[config.mk]
export PLATFORM = sky130hd
export DESIGN_NAME = uart_receiver
export DESIGN_NICKNAME = d
export VERILOG_FILES = /design/src/rtl/uart_receiver.sv
export SDC_FILE = /design/constraint.sdc
export NUM_CORES = 1
export LEC_CHECK = 0
export ABC_AREA = 1
export BUFFER_PORTS_ARGS = -buffer_cell sky130_fd_sc_hd__buf_2
export CAP_MARGIN = 20
export CORE_MARGIN = 1
export CORE_UTILIZATION = 35
export CTS_CLUSTER_SIZE = 12
export DETAILED_ROUTE_END_ITERATION = 7
export GPL_TIMING_DRIVEN = 0
export PLACE_DENSITY = 0.55
export SYNTH_ARGS = -nofsm -noshare
export SYNTH_HDL_FRONTEND = slang
export SYNTH_SLANG_ARGS = --single-unit
export TNS_END_PERCENT = 20
[constraint.sdc]
create_clock -name i_clock -period 1.4 [get_ports i_clock]
set_clock_uncertainty 0.15 [all_clocks]
set_input_delay 0.28 -clock i_clock [delete_from_list [all_inputs] [get_ports i_clock]]
set_output_delay 0.28 -clock i_clock [all_outputs]
set_load 0.05 [all_outputs]
[src/rtl/uart_receiver.sv]
// 8N1 UART receive engine: oversampled mid-bit sampling feeding a single-entry
// valid/ready output register with framing-error and overrun status pulses.
module uart_receiver #(
    parameter int CLOCK_FREQ = 1_600_000,
    parameter int BAUD_RATE  = 100_000
) (
    input  logic       i_clock,
    input  logic       i_reset,
    input  logic       i_uart_rx,
    output logic [7:0] o_data,
    output logic       o_data_valid,
    input  logic       i_data_ready,
    output logic       o_frame_error,
    output logic       o_overrun
);

    localparam int CLOCKS_PER_BIT = CLOCK_FREQ / BAUD_RATE;
    localparam int CNT_W = (CLOCKS_PER_BIT > 1) ? $clog2(CLOCKS_PER_BIT) : 1;
    localparam logic [CNT_W-1:0] HALF_LAST = CNT_W'(CLOCKS_PER_BIT / 2 - 1);
    localparam logic [CNT_W-1:0] BIT_LAST  = CNT_W'(CLOCKS_PER_BIT - 1);

    generate
        if (CLOCKS_PER_BIT < 4) begin : g_cpb_check
            $fatal(1, "uart_receiver: CLOCK_FREQ / BAUD_RATE must be at least 4");
        end
    endgenerate

    typedef enum logic [2:0] {
        ST_IDLE,
        ST_START,
        ST_DATA,
        ST_STOP,
        ST_BREAK
    } state_t;

    state_t           state;
    logic             rx_meta;
    logic             rx_s;
    logic [CNT_W-1:0] cnt;
    logic [2:0]       bit_idx;
    logic [7:0]       shift;
    logic             byte_done;
    logic             frame_err_pend;

    // Both flops reset high so an idle line never looks like a start bit.
    always_ff @(posedge i_clock or posedge i_reset) begin
        if (i_reset) begin
            rx_meta <= 1'b1;
            rx_s    <= 1'b1;
        end else begin
            rx_meta <= i_uart_rx;
            rx_s    <= rx_meta;
        end
    end

    always_ff @(posedge i_clock or posedge i_reset) begin
        if (i_reset) begin
            state          <= ST_IDLE;
            cnt            <= '0;
            bit_idx        <= 3'd0;
            shift          <= 8'h00;
            byte_done      <= 1'b0;
            frame_err_pend <= 1'b0;
        end else begin
            byte_done      <= 1'b0;
            frame_err_pend <= 1'b0;
            case (state)
                ST_IDLE: begin
                    if (!rx_s) begin
                        cnt   <= '0;
                        state <= ST_START;
                    end
                end
                ST_START: begin
                    // Half a bit in: a line that has gone high again was only a glitch.
                    if (cnt == HALF_LAST) begin
                        if (rx_s) begin
                            state <= ST_IDLE;
                        end else begin
                            cnt     <= '0;
                            bit_idx <= 3'd0;
                            state   <= ST_DATA;
                        end
                    end else begin
                        cnt <= cnt + 1'b1;
                    end
                end
                ST_DATA: begin
                    if (cnt == BIT_LAST) begin
                        cnt     <= '0;
                        shift   <= {rx_s, shift[7:1]};
                        bit_idx <= bit_idx + 3'd1;
                        if (bit_idx == 3'd7) begin
                            state <= ST_STOP;
                        end
                    end else begin
                        cnt <= cnt + 1'b1;
                    end
                end
                ST_STOP: begin
                    if (cnt == BIT_LAST) begin
                        cnt <= '0;
                        if (rx_s) begin
                            byte_done <= 1'b1;
                            state     <= ST_IDLE;
                        end else begin
                            frame_err_pend <= 1'b1;
                            state          <= ST_BREAK;
                        end
                    end else begin
                        cnt <= cnt + 1'b1;
                    end
                end
                ST_BREAK: begin
                    if (rx_s) begin
                        state <= ST_IDLE;
                    end
                end
                default: begin
                    state <= ST_IDLE;
                end
            endcase
        end
    end

    // A handshake in the completion cycle frees the slot, so that case is not an overrun.
    always_ff @(posedge i_clock or posedge i_reset) begin
        if (i_reset) begin
            o_data        <= 8'h00;
            o_data_valid  <= 1'b0;
            o_frame_error <= 1'b0;
            o_overrun     <= 1'b0;
        end else begin
            o_frame_error <= frame_err_pend;
            o_overrun     <= 1'b0;
            if (byte_done) begin
                if (!o_data_valid || i_data_ready) begin
                    o_data       <= shift;
                    o_data_valid <= 1'b1;
                end else begin
                    o_overrun <= 1'b1;
                end
            end else if (o_data_valid && i_data_ready) begin
                o_data_valid <= 1'b0;
            end
        end
    end

endmodule

* Word-level counts from Yosys, hierarchy flattened *
Cells that the tools add are included.

word-level totals
  word-level logic and storage cells = 70
  output and inout port bits = 11
  flip-flop bits (word level) = 33
  bits of input ports = 4

operators by class
  reductions and logical operators = 13
  $add $sub $neg = 2
  muxes and demuxes = 28
  equality and inequality tests = 15

operators by type and width
  operator                                                               count
  3-bit 2-to-1 mux                                                       10
  3-bit one-hot mux with 5 select lines                                  1
  2-bit != test, second input constant                                   7
  4-bit 2-to-1 mux                                                       3
  4-bit one-hot mux with 3 select lines                                  1
  1-bit 2-to-1 mux                                                       11
  3-bit by 2-bit equality test with 1-bit output, second input constant  2
  3-bit equality test, second input constant                             2
  3-bit one-hot mux with 2 select lines                                  1
  2-bit AND reduction                                                    3
  6-bit AND reduction                                                    1
  4-bit by 1-bit adder with 4-bit output, second input constant          1
  4-bit by 3-bit equality test with 1-bit output, second input constant  1
  4-bit equality test, second input constant                             1
  4-bit AND reduction                                                    1
  2-bit nonzero test                                                     2
  3-bit by 1-bit adder with 3-bit output, second input constant          1
  3-bit by 1-bit equality test with 1-bit output, second input constant  1
  3-bit logical NOT                                                      1
  3-bit nonzero test                                                     1
  2-bit 2-to-1 mux                                                       1
  2-bit by 1-bit != test with 1-bit output, second input constant        1
  2-bit OR reduction                                                     1
  1-bit logical AND                                                      1
  other kinds (2)                                                        2

* Depth between registers and ports, before layout *
  word-level depth = 4
  depth in mapped cells = 9
  gate-level depth less buffers = 9

* Worst setup path before layout *
Ideal clock, no wire load.

  kind = flip-flop to flip-flop
  start point = register o_data_valid
  end point = register o_data[1]
  slack = -0.126 ns
  clock period less this slack = 1.526 ns
  data arrival time = 1.245 ns
  cell stages (with the launch flop) = 5
  buffers on the path = 1
  setup time = 0.131 ns
  data required time = 1.119 ns
  path through = dfrtp_1 -> nand2_1 -> nand2_1 -> clkbuf_1 -> o21ai_0

on the way
  longest elaborated chain between the ends = 3

ends and longest elaborated chain
  element                        line  text
  start, declared                11    output logic o_data_valid,
  start signal, assigned         130   o_data_valid <= 1'b0;
  start signal, assigned         139   o_data_valid <= 1'b1;
  start signal, assigned         144   o_data_valid <= 1'b0;
  1-bit logical NOT              137   if (!o_data_valid || i_data_ready) begin
  1-bit logical OR               137
  2-bit AND reduction (no line)  -
  end signal, assigned           138   o_data <= shift;
  end, declared                  10    output logic [7:0] o_data,

Every way passes these cells.
A chain may end at the register's enable or synchronous reset.

* Final worst setup path *
  start point = register cnt[0]
  end point = register state[0]

on the way
  longest elaborated chain between the ends = 3
  elaborated cells on any way between the ends = 6
  those cells by class = eq/ne (5); reduce/logical (1)

ends and longest elaborated chain
  element                                                                                line         text
  start, declared                                                                        39           logic [CNT_W-1:0] cnt;
  start signal, assigned                                                                 85           cnt <= cnt + 1'b1;
  start signal, assigned                                                                 97           cnt <= cnt + 1'b1;
  start signal, assigned                                                                 111          cnt <= cnt + 1'b1;
  4-bit equality test or 4-bit by 3-bit equality test with 1-bit output (tied branches)  89, 101, 76
  2-bit != test (no line)                                                                -
  6-bit AND reduction (no line) *                                                        -
  end signal, assigned                                                                   94           state <= ST_STOP;
  end signal, assigned                                                                   105          state <= ST_IDLE;
  end signal, assigned                                                                   108          state <= ST_BREAK;
  end, declared                                                                          36           state_t state;

Every way passes the cells marked *; elsewhere a longest branch is shown, timed or not.

==> results by group <==
Timing
  • Final setup fails: 0
  • Fin. max-slew vios: 0
  • Min Hold Slack: 0.116 ns
  • Measured slew at the worst slew-check pin: 0.316 ns
  • F_max: 716 MHz
  • Final hold violation count: 0
  • RSZ-0062 raised after global routing: true
  • Worst slew margin: 78.9%
  • Min Clock Period, post-route: 1.40 ns
  • Final worst path period share: 99.7%
  • Setup TNS Final: 0 ns

Worst setup path
  • Worst setup EP type: register
  • Type of the worst setup path: register to register
  • Worst EP arrival: 1.42 ns
  • CP Launch Type: register
  • CP required: 1.42 ns
  • Crit-path max FO: 6
  • R2r setup slk: 0.004 ns

Clock network
  • Register clock-pin slew on the reported worst setup and hold paths: 0.06 ns
  • CTS tree: done
  • Clk sinks: 33
  • Root Driver: clkbuf_8
  • Clk_lat worst skew: 0.28 ns
  • Total CTS buffers: 5
  • Worst-case clock buffer depth: 2
  • H-tree levels: 2

Placed design
  • Dpl cell area: 1650 um2
  • RePlAce Congestion: 0.820
  • HPWL Detailed: 2020 um
  • PortBufs: 14

Pwr
  • Pwr per Cell Area: 1490 nW/um2
  • VDD IR max: 0.814 mV
  • Static Leak: 0.980 nW

Route
  • Drt wl/cell: 11.4 um
  • # DRC: 0
  • Post-DRT Antenna Nets: 0
  • Vias: 1163
  • Drt via density: 4.63
  • 1st-pass router iterations: 4
  • Drt total wl: 2850 um
  • DRT iter0 DRCs: 38

Final layout
  • Final nets: 207
  • Fin area: 1910 um2
  • Layout cells sized above 1: 30.8%
  • # diodes: 0
  • FILL cells: 389
  • Layout area overhead: 27.8%

GRT
  • Initial antenna violation count: 0
  • First-pass GRT wire length: 5070 um
  • GRT overflow: 0
  • GRT Resource Usage Total: 15.4%
  • Vias in the first global route: 1200
  • Largest net degree at the start of global routing: 23

Synth
  • #FFs+latches synth: 33
  • Syn nets: 176
  • Sequential share of the synthesized area: 55.5%
  • Mapped cell area: 1490 um2
  • Synth cell types: 22
  • Syn. warnings: 0
  • Gate Count Post-Synth: 169
  • Mapped Avg Cell Area: 8.83 um2

Floorplanning
  • Num rows: 23
  • Die area: 4530 um2
  • Initial core utilization: 36.8%
  • Core area: 4060 um2
  • Die width: 67.3 um
  • Top Ports: 15
  • Die H: 67.3 um

Job
  • Max_cap viols: 0

Min path
  • Hold Path Class: input pin to register

Outcome
  • Status: complete, no violations
==> worst paths after layout <==
check                                    start  cells past startpoint            end
worst max register to register          cnt[0]                      8       state[0]
worst min-delay path              i_data_ready                      4      o_overrun
max in group asynchronous              i_reset                      4        rx_meta
worst min register to register  frame_err_pend                      0  o_frame_error
worst max-delay path                    cnt[0]                      8       state[0]
min in group asynchronous              i_reset                      3      o_data[7]
==> cells in the mapped netlist <==
| master | n | area share [%] |
|---|---|---|
| a21oi_1 | 3 | 1.0 |
| buf_6 | 3 | 2.3 |
| clkbuf_1 | 1 | 0.25 |
| dfrtp_1 | 31 | 52 |
| dfstp_2 | 2 | 3.5 |
| ha_1 | 3 | 2.5 |
| inv_1 | 20 | 5.0 |
| inv_2 | 2 | 0.50 |
| mux2_2 | 1 | 0.75 |
| nand2_1 | 55 | 14 |
| nand2_2 | 2 | 0.84 |
| nand2_4 | 1 | 0.75 |
| nand3_1 | 9 | 3.0 |
| nand3_4 | 1 | 1.2 |
| nand3b_1 | 2 | 1.0 |
| nand4_1 | 1 | 0.42 |
| nor2_1 | 13 | 3.3 |
| nor2_2 | 1 | 0.42 |
| nor2_4 | 1 | 0.75 |
| nor2_8 | 1 | 1.3 |
| nor3_1 | 1 | 0.33 |
| o21ai_0 | 15 | 5.0 |
==> layout by cell type, fill, tap and decap left out, types with 4 or more instances in the layout <==
cell      instances
dfrtp_1          29
o21ai_1           7
nand2_1          51
buf_4             6
clkbuf_8          5
inv_1            17
inv_2             4
buf_2            15
o21ai_0           8
nor2_1            9
nand3_1           7
nand2_2           5
nor2_2            4
==> power by group <==
| group | switching [W] | internal (W) | total (W) |
|---|---|---|---|
| sequential | 0.0000624 | 0.00103 | 0.00109 |
| clock | 0.000343 | 0.000528 | 0.000871 |
| combinational | 0.000518 | 0.000357 | 0.000875 |
==> cell families (layout without fill, tap and decap cells) <==
logic type	after synthesis	after routing	synth area share (%)
AND/OR/NAND/NOR	88	88	27.2
buffers and inverters	26	58	8.05
adder cells (fa/ha/maj)	3	3	2.51
AO/OA/AOI/OAI	18	18	6.03
multiplexers	1	1	0.754
flip-flops	33	33	55.5
==> sequential cells by signal (all words and copies together), names as in the netlist <==
name,flops
shift,8
frame_err_pend,1
rx_meta,1
cnt,4
byte_done,1
o_data,8
rx_s,1
state,3
bit_idx,3
o_frame_error,1
o_data_valid,1
o_overrun,1
==> final cells by class <==
cell class / count / area (um2) / share of cell area (%)
Clock inverter: 2 / 35.0 / 1.84
Tap cell: 50 / 62.6 / 3.28
Inverter: 22 / 86.3 / 4.52
Timing Repair Buffer: 24 / 183 / 9.57
Multi-Input combinational cell: 110 / 599 / 31.4
Sequential cell: 33 / 831 / 43.5
Clock buffer: 6 / 72.6 / 3.80
Buffer: 4 / 38.8 / 2.03
==> what timing repair did <==
item / CTS / global route
pin swaps: 3 / 5
buffers inserted: 4 / 3
setup endpoints to repair: 16 / 26
hold buffers: 2 / 0
gates resized for setup: 6 / 23
endpoints found under the hold margin: 12 / 0
==> stage by stage <==
step	setup slack [ns]	total power (W)	utilization (%)	std cells
after global placement	-0.257	0.00176	40.1	233
after detailed placement	-0.112	0.00180	40.8	234
after floorplan	0.0190	0.00166	-	169
after global routing	-0.0943	0.00304	47.0	251
after CTS	0.00692	0.00276	45.5	248
final	0.00375	0.00283	47.0	251
==> worst max-delay path, stage by stage (launching register included) <==
cell,delay (ns)
dfrtp_1,0.40
ha_4,0.18
nand3_4,0.14
nand2_4,0.10
inv_1,0.04
nor2_1,0.09
nand2_1,0.07
nand2_1,0.06
nand2_1,0.05
==> metal layers <==
metal,track usage (%),vias to the layer above,share of wire [%]
li1,-,587,-
met1,17.6,549,47
met2,24.9,20,47
met3,4.05,7,3.9
met4,10.6,0,2.8
met5,0,-,0
Power figures use the tool's default switching activity.
